<file path="src/rtl/ex_muldiv_pkg.sv">
// Shared defines for the execute-stage multiply/divide unit:
// aluop codes, reset level, default datapath width and divider FSM encoding.
package ex_muldiv_pkg;

  localparam logic        RST_ENABLE     = 1'b1;
  localparam int unsigned DATA_W_DEFAULT = 32;
  localparam int unsigned ALUOP_W        = 8;

  localparam logic [ALUOP_W-1:0] EXE_NOP_OP   = 8'b00000000;
  localparam logic [ALUOP_W-1:0] EXE_MULT_OP  = 8'b00011000;
  localparam logic [ALUOP_W-1:0] EXE_MULTU_OP = 8'b00011001;
  localparam logic [ALUOP_W-1:0] EXE_DIV_OP   = 8'b00011010;
  localparam logic [ALUOP_W-1:0] EXE_DIVU_OP  = 8'b00011011;
  localparam logic [ALUOP_W-1:0] EXE_MADD_OP  = 8'b10100110;
  localparam logic [ALUOP_W-1:0] EXE_MADDU_OP = 8'b10101000;
  localparam logic [ALUOP_W-1:0] EXE_MSUB_OP  = 8'b10101010;
  localparam logic [ALUOP_W-1:0] EXE_MSUBU_OP = 8'b10101011;

  typedef enum logic [1:0] {
    DIV_IDLE   = 2'b00,
    DIV_BYZERO = 2'b01,
    DIV_ON     = 2'b10,
    DIV_END    = 2'b11
  } div_state_e;

  // Decoded view of an aluop as seen by the multiply/divide unit.
  typedef struct packed {
    logic mult;  // single-cycle product to HI/LO
    logic acc;   // two-cycle multiply-accumulate
    logic sub;   // accumulate subtracts the product
    logic div;   // iterative divide
    logic sgn;   // operands are two's complement
  } mdop_t;

  function automatic mdop_t decode_mdop(input logic [ALUOP_W-1:0] op);
    mdop_t d;
    d = '0;
    case (op)
      EXE_MULT_OP:  begin d.mult = 1'b1; d.sgn = 1'b1; end
      EXE_MULTU_OP: begin d.mult = 1'b1; end
      EXE_MADD_OP:  begin d.acc  = 1'b1; d.sgn = 1'b1; end
      EXE_MADDU_OP: begin d.acc  = 1'b1; end
      EXE_MSUB_OP:  begin d.acc  = 1'b1; d.sub = 1'b1; d.sgn = 1'b1; end
      EXE_MSUBU_OP: begin d.acc  = 1'b1; d.sub = 1'b1; end
      EXE_DIV_OP:   begin d.div  = 1'b1; d.sgn = 1'b1; end
      EXE_DIVU_OP:  begin d.div  = 1'b1; end
      default:      ;
    endcase
    return d;
  endfunction

endpackage

</file>
<file path="src/rtl/ex_muldiv_div.sv">
// Iterative restoring divider: one quotient bit per cycle on operand
// magnitudes, sign fix-up applied combinationally in the END state.
module ex_div
  import ex_muldiv_pkg::*;
#(
  parameter int unsigned DATA_W = DATA_W_DEFAULT
) (
  input  logic              clk,
  input  logic              rst,
  input  logic              start,
  input  logic              signed_op,
  input  logic              annul,
  input  logic [DATA_W-1:0] dividend,
  input  logic [DATA_W-1:0] divisor,
  output logic              busy,
  output logic              stallreq,
  output logic              whilo,
  output logic [DATA_W-1:0] quotient,
  output logic [DATA_W-1:0] remainder
);

  localparam int unsigned       CNT_W = $clog2(DATA_W) + 1;
  localparam logic [CNT_W-1:0]  LAST  = CNT_W'(DATA_W - 1);

  div_state_e        state_q, state_nxt;
  logic [DATA_W-1:0] a_q, b_q, rem_q, quo_q;
  logic              sgn_q, dz_q;
  logic [CNT_W-1:0]  cnt_q;

  logic [DATA_W-1:0] a_mag, b_mag, rem_step, quo_step, quo_fix, rem_fix;
  logic [DATA_W:0]   shifted, trial;

  // Magnitudes and one restoring step; the divisor magnitude comes from the latched copy.
  always_comb begin
    a_mag   = (signed_op && dividend[DATA_W-1]) ? -dividend : dividend;
    b_mag   = (sgn_q && b_q[DATA_W-1]) ? -b_q : b_q;
    shifted = {rem_q, quo_q[DATA_W-1]};
    trial   = shifted - {1'b0, b_mag};
    if (!trial[DATA_W]) begin
      rem_step = trial[DATA_W-1:0];
      quo_step = {quo_q[DATA_W-2:0], 1'b1};
    end else begin
      rem_step = shifted[DATA_W-1:0];
      quo_step = {quo_q[DATA_W-2:0], 1'b0};
    end
    quo_fix = (sgn_q && (a_q[DATA_W-1] ^ b_q[DATA_W-1])) ? -quo_q : quo_q;
    rem_fix = (sgn_q && a_q[DATA_W-1]) ? -rem_q : rem_q;
  end

  // FSM state register.
  always_ff @(posedge clk) begin
    if (rst == RST_ENABLE) state_q <= DIV_IDLE;
    else                   state_q <= state_nxt;
  end

  // Next-state logic; annul returns any active state to IDLE.
  always_comb begin
    state_nxt = state_q;
    case (state_q)
      DIV_IDLE: begin
        if (start && !annul) state_nxt = (divisor == '0) ? DIV_BYZERO : DIV_ON;
      end
      DIV_BYZERO: state_nxt = annul ? DIV_IDLE : DIV_END;
      DIV_ON: begin
        if (annul)              state_nxt = DIV_IDLE;
        else if (cnt_q == LAST) state_nxt = DIV_END;
      end
      DIV_END:    state_nxt = DIV_IDLE;
      default:    state_nxt = DIV_IDLE;
    endcase
  end

  // Outputs: stall through issue/BYZERO/ON, result only in an un-annulled END.
  always_comb begin
    busy      = (state_q != DIV_IDLE);
    stallreq  = 1'b0;
    whilo     = 1'b0;
    quotient  = '0;
    remainder = '0;
    case (state_q)
      DIV_IDLE:           stallreq = start && !annul;
      DIV_BYZERO, DIV_ON: stallreq = !annul;
      DIV_END: begin
        if (!annul) begin
          whilo = 1'b1;
          if (dz_q) begin
            quotient  = '1;
            remainder = a_q;
          end else begin
            quotient  = quo_fix;
            remainder = rem_fix;
          end
        end
      end
      default: ;
    endcase
  end

  // Operand latch at issue, then shift the remainder/quotient pair once per ON cycle.
  always_ff @(posedge clk) begin
    if (rst == RST_ENABLE) begin
      a_q   <= '0;
      b_q   <= '0;
      rem_q <= '0;
      quo_q <= '0;
      sgn_q <= 1'b0;
      dz_q  <= 1'b0;
      cnt_q <= '0;
    end else begin
      case (state_q)
        DIV_IDLE: begin
          if (start && !annul) begin
            a_q   <= dividend;
            b_q   <= divisor;
            sgn_q <= signed_op;
            dz_q  <= (divisor == '0);
            rem_q <= '0;
            quo_q <= a_mag;
            cnt_q <= '0;
          end
        end
        DIV_ON: begin
          if (annul) begin
            cnt_q <= '0;
          end else begin
            rem_q <= rem_step;
            quo_q <= quo_step;
            cnt_q <= cnt_q + CNT_W'(1);
          end
        end
        default: cnt_q <= '0;
      endcase
    end
  end

endmodule

</file>
<file path="src/rtl/ex_muldiv.sv">
// Execute-stage multiply/divide unit: combinational MULT(U), two-cycle
// MADD/MSUB accumulate, iterative DIV(U) through ex_div, HI/LO output mux.
module ex_muldiv
  import ex_muldiv_pkg::*;
#(
  parameter int unsigned DATA_W = DATA_W_DEFAULT
) (
  input  logic               clk,
  input  logic               rst,
  input  logic [ALUOP_W-1:0] aluop_i,
  input  logic [DATA_W-1:0]  reg1_data_i,
  input  logic [DATA_W-1:0]  reg2_data_i,
  input  logic [DATA_W-1:0]  hi_i,
  input  logic [DATA_W-1:0]  lo_i,
  input  logic               annul_i,
  output logic               stallreq_o,
  output logic               whilo_o,
  output logic [DATA_W-1:0]  hi_o,
  output logic [DATA_W-1:0]  lo_o,
  output logic               busy_o
);

  localparam int unsigned PROD_W = 2 * DATA_W;

  mdop_t              op;
  logic [PROD_W-1:0]  opa_ext, opb_ext, product, prod_q, acc_res;
  logic               phase_q;
  logic               div_busy, div_stall, div_whilo;
  logic [DATA_W-1:0]  div_quo, div_rem;

  assign op = decode_mdop(aluop_i);

  // Full-width product; sign extension to 2*DATA_W makes the truncated product exact.
  always_comb begin
    opa_ext = op.sgn ? {{DATA_W{reg1_data_i[DATA_W-1]}}, reg1_data_i} : {{DATA_W{1'b0}}, reg1_data_i};
    opb_ext = op.sgn ? {{DATA_W{reg2_data_i[DATA_W-1]}}, reg2_data_i} : {{DATA_W{1'b0}}, reg2_data_i};
    product = opa_ext * opb_ext;
    acc_res = op.sub ? ({hi_i, lo_i} - prod_q) : ({hi_i, lo_i} + prod_q);
  end

  // Accumulate phase: cycle 1 registers the product, cycle 2 always returns to phase 0.
  always_ff @(posedge clk) begin
    if (rst == RST_ENABLE) begin
      phase_q <= 1'b0;
      prod_q  <= '0;
    end else if (op.acc && !phase_q && !annul_i && !div_busy) begin
      phase_q <= 1'b1;
      prod_q  <= product;
    end else begin
      phase_q <= 1'b0;
    end
  end

  ex_div #(.DATA_W(DATA_W)) u_div (
    .clk       (clk),
    .rst       (rst),
    .start     (op.div),
    .signed_op (op.sgn),
    .annul     (annul_i),
    .dividend  (reg1_data_i),
    .divisor   (reg2_data_i),
    .busy      (div_busy),
    .stallreq  (div_stall),
    .whilo     (div_whilo),
    .quotient  (div_quo),
    .remainder (div_rem)
  );

  // Output mux; an active divide owns the outputs until it leaves END.
  always_comb begin
    stallreq_o = 1'b0;
    whilo_o    = 1'b0;
    hi_o       = '0;
    lo_o       = '0;
    busy_o     = 1'b0;
    if (rst != RST_ENABLE) begin
      busy_o = div_busy;
      if (div_busy || op.div) begin
        stallreq_o = div_stall;
        whilo_o    = div_whilo;
        hi_o       = div_rem;
        lo_o       = div_quo;
      end else if (op.mult) begin
        whilo_o      = 1'b1;
        {hi_o, lo_o} = product;
      end else if (op.acc && !annul_i) begin
        if (!phase_q) begin
          stallreq_o = 1'b1;
        end else begin
          whilo_o      = 1'b1;
          {hi_o, lo_o} = acc_res;
        end
      end
    end
  end

endmodule

</file>
<file path="config.mk">
export PLATFORM = sky130hd
export DESIGN_NAME = ex_muldiv
export DESIGN_NICKNAME = d
export VERILOG_FILES = /design/src/rtl/ex_muldiv_pkg.sv /design/src/rtl/ex_muldiv_div.sv /design/src/rtl/ex_muldiv.sv
export SDC_FILE = /design/constraint.sdc
export NUM_CORES = 2
export LEC_CHECK = 0
export BUFFER_PORTS_ARGS = -buffer_cell sky130_fd_sc_hd__buf_4
export CORE_ASPECT_RATIO = 1.1
export CORE_UTILIZATION = 65
export CTS_BUF_LIST = sky130_fd_sc_hd__clkbuf_4
export DETAILED_ROUTE_END_ITERATION = 8
export PLACE_DENSITY_LB_ADDON = 0.1
export SETUP_SLACK_MARGIN = 0.4
export SLEW_MARGIN = 10
export SYNTH_ARGS = -nofsm -noshare
export SYNTH_HDL_FRONTEND = slang
export SYNTH_SLANG_ARGS = --single-unit
</file>
<file path="constraint.sdc">
create_clock -name clk -period 25.6 [get_ports clk]
set_clock_uncertainty 0.1 [all_clocks]
set_input_delay 2.56 -clock clk [delete_from_list [all_inputs] [get_ports clk]]
set_output_delay 2.56 -clock clk [all_outputs]
set_load 0.005 [all_outputs]
</file>
After elaboration in Yosys (flattened, before gate mapping)
Cells that the tools add are included.
- $mul: 1
- reduce and logical (&&, ||, !) cells: 26
- bitwise logic cells: 1
- muxes and demuxes: 60
- eq/ne operators: 15
- $add $sub $neg: 8
- operators by type and width (kind ; count):
    two-way mux 32 bit ; 25
    two-way mux 64 bit ; 3
    negation 32 bit ; 4
    case mux 32 bit (2 select lines) ; 2
    adder 64 bit ; 1
    multiplier 64 x 64 -> 64 bit ; 1
    subtractor 64 bit ; 1
    subtractor 33 x 32 -> 33 bit ; 1
    equality test 8 x 5 -> 1 bit (second input constant) ; 4
    equality test 8 bit (second input constant) ; 4
    logical NOT 32 bit ; 1
    two-way mux 1 bit ; 20
    two-way mux 6 bit ; 2
    case mux 6 bit (2 select lines) ; 1
    two-way mux 2 bit ; 5
    logical AND 1 bit ; 9
    case mux 2 bit (4 select lines) ; 1
    OR reduction 2 bit ; 4
    OR reduction 4 bit ; 2
    adder 6 x 1 -> 6 bit (second input constant) ; 1
    equality test 6 x 5 -> 1 bit (second input constant) ; 1
    equality test 2 bit (second input constant) ; 2
    AND reduction 2 bit ; 2
    nonzero test 2 bit ; 2
    other kinds (10) ; 12
- bits of input ports: 139
- logic and storage cells: 121
- register bits: 203
- output and inout port bits: 67

Depth between registers and ports, before layout
- depth after elaboration: 9
- gate-level depth with buffers: 40
- depth with buffers taken out: 37

Hierarchy
From an unflattened synthesis, not the netlist that was laid out.
- cells, all modules: 7949
- area, all modules: 66715.2 um^2
- modules (own cells, without submodules) (module ; times used ; area each (um^2) ; cells each):
    ex_muldiv ; 1 ; 56391.6 ; 6470
    ex_div ; 1 ; 10323.7 ; 1479

Worst setup path after synthesis
No wires, ideal clock.
- kind: input-to-output
- start point: input aluop_i[6]
- end point: output hi_o[27]
- stages: 33
- buffers on the path: 3
- data arrival time: 12.525 ns
- setup slack: 10.415 ns
- path through: nor4bb_1 > nand3_1 > a21oi_1 > and2_1 > clkbuf_1 > clkbuf_1 > buf_1 > nand2_1 > fa_1 > inv_1 > fa_1 > fa_1 > inv_1 > fa_1 > fa_1 > inv_1 > fa_1 > fa_1 > fa_1 > fa_1 > fa_1 > ha_1 > a21o_1 > a21o_1 > a21oi_1 > o21ai_0 > a21o_1 > a221o_1 > a31oi_1 > o21bai_1 > xor2_1 > a21oi_1 > a211oi_1
- longest elaborated chain between the ends: 9
- elaborated cells on any way between the ends: 29
- those cells by class: 1 x mul; 8 x eq/ne; 13 x mux; 7 x reduce/logical
- RTL lines (what ; line ; text):
    start, declared ; ex_muldiv.sv:10 ; input logic [ALUOP_W-1:0] aluop_i,
    parallel branches: the longest is 7 deep, another holds multiplier 64 x 64 -> 64 bit ; n/a ;
    two-way mux 32 bit * ; ex_muldiv.sv:78 ; if (div_busy || op.div) begin
    two-way mux 32 bit * ; ex_muldiv.sv:76 ; if (rst != RST_ENABLE) begin
    end, declared ; ex_muldiv.sv:18 ; output logic [DATA_W-1:0] hi_o,
Every way passes the cells marked *.

Final worst setup path
Same ends and word-level chain as after synthesis.

==> results.py <==
metrics = {
    "synthesis": {
        "yosysSeqAreaShare_pct": 6.16,
        "synth_area_per_cell_sq_um": 8.44,
        "syn_area_sq_um": 65900,
        "synth-edff-count": 0,
        "synth_seq_cells": 203,
        "synth-async-reset-ratio_pct": 0,
        "synth_cell_types": 83,
        "synth_nets": 9791,
        "yosysWarningCount": 0,
        "postSynthCellCount": 7815,
        "ys.flop_type": "dfxtp_1",
    },
    "global_route": {
        "antenna_found_initial": 14,
        "grt_max_degree": 98,
        "track_usage_pct": 43.7,
        "grt_overflow": 0,
        "grt_pass1_wl_um": 336000,
        "grt_pass1_vias": 56800,
    },
    "setup_path": {
        "worstReg2RegStart": "u_div.b_q[2]$_SDFFE_PP0P_",
        "worstSetupEndpointType": "output port",
        "cp_slowest_stage_delay_ns": 1.00,
        "cp_common_cell": "fa_1",
        "timing.rr.end": "u_div.rem_q[17]$_SDFFE_PP0P_",
        "slowest_stage": "and2_2",
        "cp.arrival_ns": 14.73,
        "rrSetupSlack_ns": 18.90,
        "r2r_cells": 19,
        "startpoint": "aluop_i[6]",
        "startpoint_type": "primary input",
        "worst_ep_required_time_ns": 22.94,
        "worstPathMaxFanout": 47,
        "path_class": "primary input to output port",
    },
    "clock_tree": {
        "cts-root-buf": "clkbuf_4",
        "clk_latency_ns": 0.75,
        "cts-resized-gates": 0,
        "cts_made_buffers": 45,
        "h-tree-depth": 2,
        "post_cts_buffers": 0,
        "cts_tree": "built",
        "numClockSinks": 203,
        "cts.path.max_buffers": 3,
        "cts.hold.buffers_added": 0,
        "clkSlewWorstSetupHoldPaths_ns": 0.07,
    },
    "die": {
        "start_util_pct": 65.5,
        "ios": 206,
        "chipWidth_um": 306,
        "rows": 122,
        "die_y_um": 336,
        "core-area_sq_um": 101000,
        "die-area_sq_um": 103000,
    },
    "sta": {
        "fin_crit_ns": 17.39,
        "rsz0062_at_grt": "false",
        "maxSlewViolCount": 0,
        "setup_viol": 0,
        "final_hold_viol_count": 0,
        "slew_headroom_pct": 13.2,
        "layout_setup_ws_ns": 8.21,
        "setup-tns-final_ns": 0,
        "worstMarginPinSlew_ns": 1.27,
        "fin_crit_sh_pct": 67.9,
        "fmax_mhz": 57.5,
        "holdWs_ns": 0.355,
    },
    "route": {
        "drc": 5,
        "viasPerCell": 6.08,
        "dr.pass1.iters": 9,
        "ant_nets": 0,
        "drtIter0Drc": 5726,
        "vias": 54800,
        "wl_um": 220000,
        "wire_per_inst_um": 24.4,
    },
    "run_status": {
        "outcome": "finished, violations left",
        "violations": "DRC",
    },
    "placed_design": {
        "place_hpwl_um": 169000,
        "place_congestion": 1.04,
        "place_ws_ns": 8.37,
        "numPortBuffers": 205,
        "post_dp_cell_area_sq_um": 67900,
    },
    "cells_and_area": {
        "mostFrequentLayoutCells": "inv_1, fa_1, nand2_1",
        "post_route_cells_drive_above_1_share_pct": 4.72,
        "final_area_sq_um": 68500,
        "area_delta_synth_final_pct": 3.89,
        "final_nets": 9655,
        "layout_commonest_cell": "inv_1",
    },
    "hold_path": {
        "min_path_cells": 2,
        "holdPathEnd": "u_div.a_q[20]$_SDFFE_PP0P_",
        "hold_path.class": "flip-flop to flip-flop",
        "hp-start": "u_div.a_q[20]$_SDFFE_PP0P_",
    },
    "run": {
        "drv_cap": 0,
    },
}
==> routing by layer <==
metal  up-vias  share of wire, %  track usage [%]
met5         -             0.024                0
met4         8               5.5             20.4
met3       669                14             13.6
met2      3383                43             66.8
met1     27100                37             57.2
li1      23600                 -                -
==> sequential cells by signal, indices dropped and copies added (netlist names) <==
register,count
phase_q,1
prod_q,64
u_div.a_q,32
u_div.b_q,32
u_div.cnt_q,6
u_div.dz_q,1
u_div.quo_q,32
u_div.rem_q,32
u_div.sgn_q,1
u_div.state_q,2
==> Yosys cell counts, types with 62 or more instances <==
library cell,count,share of area (%)
xnor2_1,229,3.0
ha_1,416,7.9
xor2_1,158,2.1
clkbuf_1,381,2.2
and2_1,341,3.2
fa_1,1421,43
dfxtp_1,203,6.2
a21oi_1,424,3.2
inv_1,1624,9.2
nand2_1,1248,7.1
a21o_1,81,0.92
nor3_1,62,0.47
o21ai_0,225,1.7
nor2_1,241,1.4
==> stage by stage <==
| step | utilization, % | instances |
|---|---|---|
| floorplan | - | 7815 |
| global placement | 67.5 | 8934 |
| detailed placement | 67.5 | 8934 |
| CTS | 68.1 | 9014 |
| global route | 68.1 | 9016 |
| finish | 68.1 | 9020 |
==> worst max path at each step <==
stage	slack (ns)	end	cells after the start
after CTS	8.33	hi_o[29]	33
after global routing	7.73	hi_o[28]	33
final	8.21	hi_o[27]	33
after global placement	8.61	hi_o[27]	33
after detailed placement	8.37	hi_o[29]	33
after floorplan	10.42	hi_o[27]	33
==> worst max-delay path: cells and delay by family <==
kind | cells | cell delay [ns]
adder cells (fa/ha/maj) | 11 | 5.86
XOR/XNOR | 1 | 0.38
AO/OA/AOI/OAI | 11 | 2.59
buffers and inverters | 6 | 1.18
AND/OR/NAND/NOR | 4 | 2.10
==> cell type report <==
class,instances,area [sq um]
antenna,6,15.0
clock buffer,66,495
clock inverter,14,80.1
fill,8412,32100
inverter,1624,6100
multi-input combinational,5554,54200
sequential,203,4070
tap,1302,1630
timing repair buffer,251,1890
==> cell families after synthesis <==
group                    synth area share, %
adder cells (fa/ha/maj)                 51.1
buffers and inverters                   11.7
AO/OA/AOI/OAI                           10.1
multiplexers                           0.531
flip-flops                              6.16
XOR/XNOR                                5.14
AND/OR/NAND/NOR                         15.3
Power is not shown: default switching activity piles up to over one toggle a cycle in this logic, so the estimate is an artifact.
